## config.mk

```make
export PLATFORM = sky130hd
export DESIGN_NAME = metric_memory
export DESIGN_NICKNAME = d
export VERILOG_FILES = /design/src/rtl/metric_memory.sv
export SDC_FILE = /design/constraint.sdc
export NUM_CORES = 2
export LEC_CHECK = 0
export ABC_AREA = 1
export ABC_CLOCK_PERIOD_IN_PS = 2200
export CORE_MARGIN = 1
export CORE_UTILIZATION = 25
export DETAILED_ROUTE_END_ITERATION = 12
export PLACE_DENSITY = 0.43
export SETUP_SLACK_MARGIN = 0.5
export SYNTH_ARGS = -nofsm -noshare
export SYNTH_HDL_FRONTEND = slang
export SYNTH_SLANG_ARGS = --single-unit
```

## constraint.sdc

```tcl
create_clock -name Clock2 -period 2.2 [get_ports Clock2]
set_input_delay 0.44 -clock Clock2 [delete_from_list [all_inputs] [get_ports Clock2]]
set_output_delay 0.44 -clock Clock2 [all_outputs]
set_load 0.05 [all_outputs]
```

## src/rtl/metric_memory.sv

```systemverilog
// rtl/metric_memory.sv - ping-pong path-metric store with self-initialisation
// Optional build macro MM_REG_READ_EN registers the read port (latency 1).
module metric_memory (
  input  logic        Clock2,
  input  logic        Reset,
  input  logic        Restart,
  input  logic        MMWriteEnable,
  input  logic [3:0]  MMWriteAddress,
  input  logic [47:0] MMMetric,
  input  logic [2:0]  MMReadAddress,
  input  logic        MMBlockSelect,
  output logic [95:0] MMPathMetric,
  output logic        MMReady
);

  typedef enum logic {INIT, RUN} mmState_t;

  mmState_t    state, stateNext;
  logic [3:0]  initCount, initCountNext;
  logic        initWrite, runWrite;
  logic [47:0] initWord;
  logic [47:0] bank0 [16];
  logic [47:0] bank1 [16];
  logic [3:0]  readLo, readHi;
  logic [95:0] readPair;

  always_ff @(posedge Clock2 or negedge Reset) begin
    if (!Reset) begin
      state     <= INIT;
      initCount <= 4'd0;
    end else begin
      state     <= stateNext;
      initCount <= initCountNext;
    end
  end

  // ACS writes are only honoured in RUN; Restart in RUN suppresses the write.
  always_comb begin
    stateNext     = state;
    initCountNext = initCount;
    initWrite     = 1'b0;
    runWrite      = 1'b0;
    case (state)
      INIT: begin
        initWrite     = 1'b1;
        initCountNext = initCount + 4'd1;
        if (Restart)
          initCountNext = 4'd0;
        else if (initCount == 4'd15)
          stateNext = RUN;
      end
      RUN: begin
        if (Restart) begin
          stateNext     = INIT;
          initCountNext = 4'd0;
        end else begin
          runWrite = MMWriteEnable;
        end
      end
      default: stateNext = INIT;
    endcase
  end

  // State 0 starts at zero metric, every other state at the 0x200 bias.
  assign initWord = (initCount == 4'd0) ? 48'h200_200_200_000 : 48'h200_200_200_200;

  always_ff @(posedge Clock2 or negedge Reset) begin
    if (!Reset) begin
      for (int i = 0; i < 16; i++) begin
        bank0[i] <= 48'd0;
        bank1[i] <= 48'd0;
      end
    end else if (initWrite) begin
      bank0[initCount] <= initWord;
      bank1[initCount] <= initWord;
    end else if (runWrite) begin
      if (MMBlockSelect)
        bank0[MMWriteAddress] <= MMMetric;
      else
        bank1[MMWriteAddress] <= MMMetric;
    end
  end

  assign readLo   = {MMReadAddress, 1'b0};
  assign readHi   = {MMReadAddress, 1'b1};
  assign readPair = MMBlockSelect ? {bank1[readHi], bank1[readLo]}
                                  : {bank0[readHi], bank0[readLo]};

`ifdef MM_REG_READ_EN
  always_ff @(posedge Clock2 or negedge Reset) begin
    if (!Reset)
      MMPathMetric <= 96'd0;
    else
      MMPathMetric <= readPair;
  end
`else
  assign MMPathMetric = readPair;
`endif

  assign MMReady = (state == RUN);

endmodule

```

==> summary.log <==
qor: status.status complete, but fails checks
qor: status.failed_checks negative setup slack
qor: timing.layout_worst_path_cycle_share 1.10
qor: global_route.total_congestion_overflow 0
qor: cells_and_area.postLayoutCoreUtil 0.347
qor: floorplan.die_area 319,000 um^2
qor: power.maximum_vdd_ir_drop 0.000623 V
qor: place.routabilityCongestion 0.825
qor: routing.drt-pass1-iter-count 6
qor: worst_setup_path.crit_chain nand2_1, nand2_1, nand2_1, nand3_2, nand3_4, nand2_8, buf_12
qor: global_route.grt_first_pass_wirelength 531 mm
qor: clocking.insertion_delay 0.86 ns
qor: timing.report.final.slew_viol_count 0
qor: timing.period_minus_slack 2.43 ns
qor: routing.drt_iter0_drc 6,087
qor: routing.number_of_remaining_drc_errors 0
qor: clocking.worst_setup_hold_path_clk_slew 0.07 ns
qor: timing.maxSlewHeadroom 0.586
qor: logic_synthesis.synth_area 79,100 um^2
qor: routing.postRouteWirelength 373 mm
qor: timing.worst-slew-pin-transition 0.621 ns
qor: clocking.tritoncts_buffer_count 190
qor: floorplan.die-width 564 um
qor: global_route.via_count_of_the_first_global_routing_pass 75,300
qor: global_route.antenna_found_initial 13
qor: cells_and_area.finish.net_count 12,400
qor: clocking.clock_sink_count 1,541
qor: worst_setup_path.critPathLaunchType flip-flop
qor: timing.smallest_hold_slack 0.139 ns
qor: routing.num_vias 77,500
qor: cells_and_area.area.growth.synth_to_final 38.0%
qor: timing.final-setup-viol-count 96
qor: place.detailed_place_hpwl 236 mm
qor: worst_setup_path.timing.critical_path.required 1.76 ns
qor: clocking.cts_htree_levels 4
qor: floorplan.core_region_area 315,000 um^2
qor: power.static-leakage-power 55.3 nW
qor: global_route.maximum_number_of_pins_on_one_net_before_global_route_repair 95
qor: place.io_buffer_count 156
qor: clocking.cts_max_path_buffers 4
qor: hold_path.hp-class primary input to asynchronous set/reset pin
qor: floorplan.num_rows 206
qor: worst_setup_path.criticalPathCategory flip-flop to output pin
qor: job.cap_viol_max_count 0
qor: global_route.track_usage 0.226
qor: worst_setup_path.path_common_cell sky130_fd_sc_hd__nand2_1
qor: floorplan.floorplan.io_pins 157
qor: routing.vias_per_cell 4.67
qor: logic_synthesis.ys.warnings.count 0
qor: power.power_dens_cells 664 nW/um^2
qor: logic_synthesis.synth-seq-cells 1,541
qor: clocking.cts_tree yes
qor: logic_synthesis.gate_count_post_synth 11,600
qor: worst_setup_path.type_of_destination_of_the_critical_path output pin
qor: timing.fin_ws -0.229 ns
qor: timing.rsz_0062_raised_after_global_routing true
qor: timing.worst_clock_skew 0.0433 ns
qor: logic_synthesis.synth_nets 11,600
qor: logic_synthesis.synthDistinctLibCells 22
qor: cells_and_area.drive_gt1_frac 0.204
qor: worst_setup_path.cpPeakStageDelay 0.39 ns
qor: timing.final_hold_viol_count 0
qor: routing.post_drt_wl_per_cell 22.5 um
qor: floorplan.die_y 564 um
qor: logic_synthesis.mean_instance_size_in_the_synthesized_netlist 6.83 um^2
qor: routing.ant_nets 0
qor: floorplan.initial_core_util 0.251
qor: timing.fmax 412 MHz
qor: worst_setup_path.critPathSlowestCell sky130_fd_sc_hd__dfrtp_1
qor: worst_setup_path.cp_data_arrival_time 1.99 ns
qor: logic_synthesis.synth_sequential_area_ratio 0.488
qor: worst_setup_path.crit_fanout 2
qor: clocking.cts_root_buffer sky130_fd_sc_hd__clkbuf_16
-- cell type report --
type                       count  area (um^2)
multi-input combinational   8025        37900
clock inverter                48          494
timing repair buffer        1288        16600
antenna                        2         5.00
inverter                    1244         4810
tap                         4160         5200
fill                       33600       206000
sequential                  1541        38600
clock buffer                 287         5620
-- final timing paths --
check / cells past startpoint / slack, ns / from / end
hold / removal: 2 / 0.14 / Reset / bank0[440]
setup reg to reg: 10 / 0.23 / MMReady / bank1[649]
min in group Clock2: 5 / 0.30 / MMMetric[25] / bank0[553]
hold reg to reg: 2 / 0.47 / bank0[504] / bank0[504]
max in group asynchronous: 4 / 1.11 / Reset / bank1[135]
setup / recovery: 7 / -0.23 / bank0[190] / MMPathMetric[46]
-- metrics by stage --
| stage | area (um^2) | power, mW | setup WS (ns) | setup TNS [ns] | cells |
|---|---|---|---|---|---|
| CTS | 105000 | 72.6 | -0.304 | -17.49 | 16400 |
| detailed placement | 95100 | 39.9 | -0.311 | -322.25 | 15900 |
| floorplan | 81200 | 34.7 | 0.229 | 0 | 11600 |
| global route | 109000 | 75.0 | -0.300 | -20.02 | 16600 |
| global placement | 95100 | 39.9 | -0.296 | -310.17 | 15900 |
| finish | 109000 | 72.5 | -0.229 | -12.47 | 16600 |
-- cell families after synthesis --
kind of cell | share of synthesized area
AND/OR/NAND/NOR | 0.367
buffers and inverters | 0.100
AO/OA/AOI/OAI | 0.0444
flip-flops | 0.488
adder cells (fa/ha/maj) | 0.000633
-- power by group --
group	switching (mW)	internal [mW]
registers	0.487	29.2
clock network	13.5	18.5
logic	6.85	3.96
-- cells in the final DEF (no fill, tap or decap), types with 4 or more instances in the layout --
| master | instances |
|---|---|
| sky130_fd_sc_hd__o21ai_0 | 570 |
| sky130_fd_sc_hd__buf_4 | 718 |
| sky130_fd_sc_hd__nand2_8 | 25 |
| sky130_fd_sc_hd__buf_16 | 43 |
| sky130_fd_sc_hd__nor2_2 | 6 |
| sky130_fd_sc_hd__clkbuf_8 | 47 |
| sky130_fd_sc_hd__nand2_2 | 118 |
| sky130_fd_sc_hd__o21ai_1 | 102 |
| sky130_fd_sc_hd__o21ai_2 | 5 |
| sky130_fd_sc_hd__buf_8 | 7 |
| sky130_fd_sc_hd__dfrtp_1 | 1539 |
| sky130_fd_sc_hd__nand2_1 | 5389 |
| sky130_fd_sc_hd__inv_1 | 1146 |
| sky130_fd_sc_hd__buf_12 | 409 |
| sky130_fd_sc_hd__inv_2 | 32 |
| sky130_fd_sc_hd__o21ai_4 | 4 |
| sky130_fd_sc_hd__clkinv_1 | 45 |
| sky130_fd_sc_hd__a21oi_1 | 18 |
| sky130_fd_sc_hd__nand3_4 | 23 |
| sky130_fd_sc_hd__clkinv_2 | 35 |
| sky130_fd_sc_hd__bufinv_16 | 8 |
| sky130_fd_sc_hd__nand3_2 | 629 |
| sky130_fd_sc_hd__nor2_1 | 425 |
| sky130_fd_sc_hd__inv_4 | 5 |
| sky130_fd_sc_hd__clkbuf_16 | 218 |
| sky130_fd_sc_hd__nand3_1 | 559 |
| sky130_fd_sc_hd__inv_6 | 6 |
| sky130_fd_sc_hd__clkdlybuf4s50_1 | 54 |
| sky130_fd_sc_hd__inv_8 | 5 |
| sky130_fd_sc_hd__bufbuf_16 | 8 |
| sky130_fd_sc_hd__nand2_4 | 133 |
| sky130_fd_sc_hd__buf_6 | 21 |
| sky130_fd_sc_hd__clkbuf_1 | 49 |
| sky130_fd_sc_hd__nor2_4 | 13 |
-- layer usage --
metal | GRT usage | routed length, um | up-vias
met5 | 0 | 83 | -
met4 | 0.0575 | 10500 | 14
met3 | 0.0270 | 19300 | 491
met2 | 0.364 | 169000 | 1997
met1 | 0.319 | 175000 | 38300
li1 | - | - | 36700
-- synth_stat cells, drive strengths merged --
master / n / area (um^2)
clkbuf: 441 / 1670
ha: 4 / 50.1
clkinv: 51 / 191
inv: 1193 / 4480
a31oi: 1 / 6.26
nor3: 1 / 5.00
nor2: 444 / 1680
o21ai: 681 / 3410
buf: 322 / 1590
dfrtp: 1541 / 38600
a21oi: 18 / 90.1
nand2: 5664 / 21300
nand3: 1211 / 6070
-- what timing repair did --
action,in CTS,in global routing
pin swaps,450,411
cloned,17,28
hold buffers,1,0
gates resized for setup,505,477
hold endpoints to repair,883,0
buffers inserted,118,182
setup endpoints to repair,1633,1632
-- state kept, by name (all words and copies together) (netlist names) --
register and count:
MMReady 1, initCount 4, bank1 768, bank0 768
-- worst max-delay path, delay by kind of cell (launching register included) --
family                 cells  cell delay (ns)
flip-flops                 1             0.39
AND/OR/NAND/NOR            6             0.52
buffers and inverters      1             0.17
Note: power is estimated with default switching activity, not from simulation.
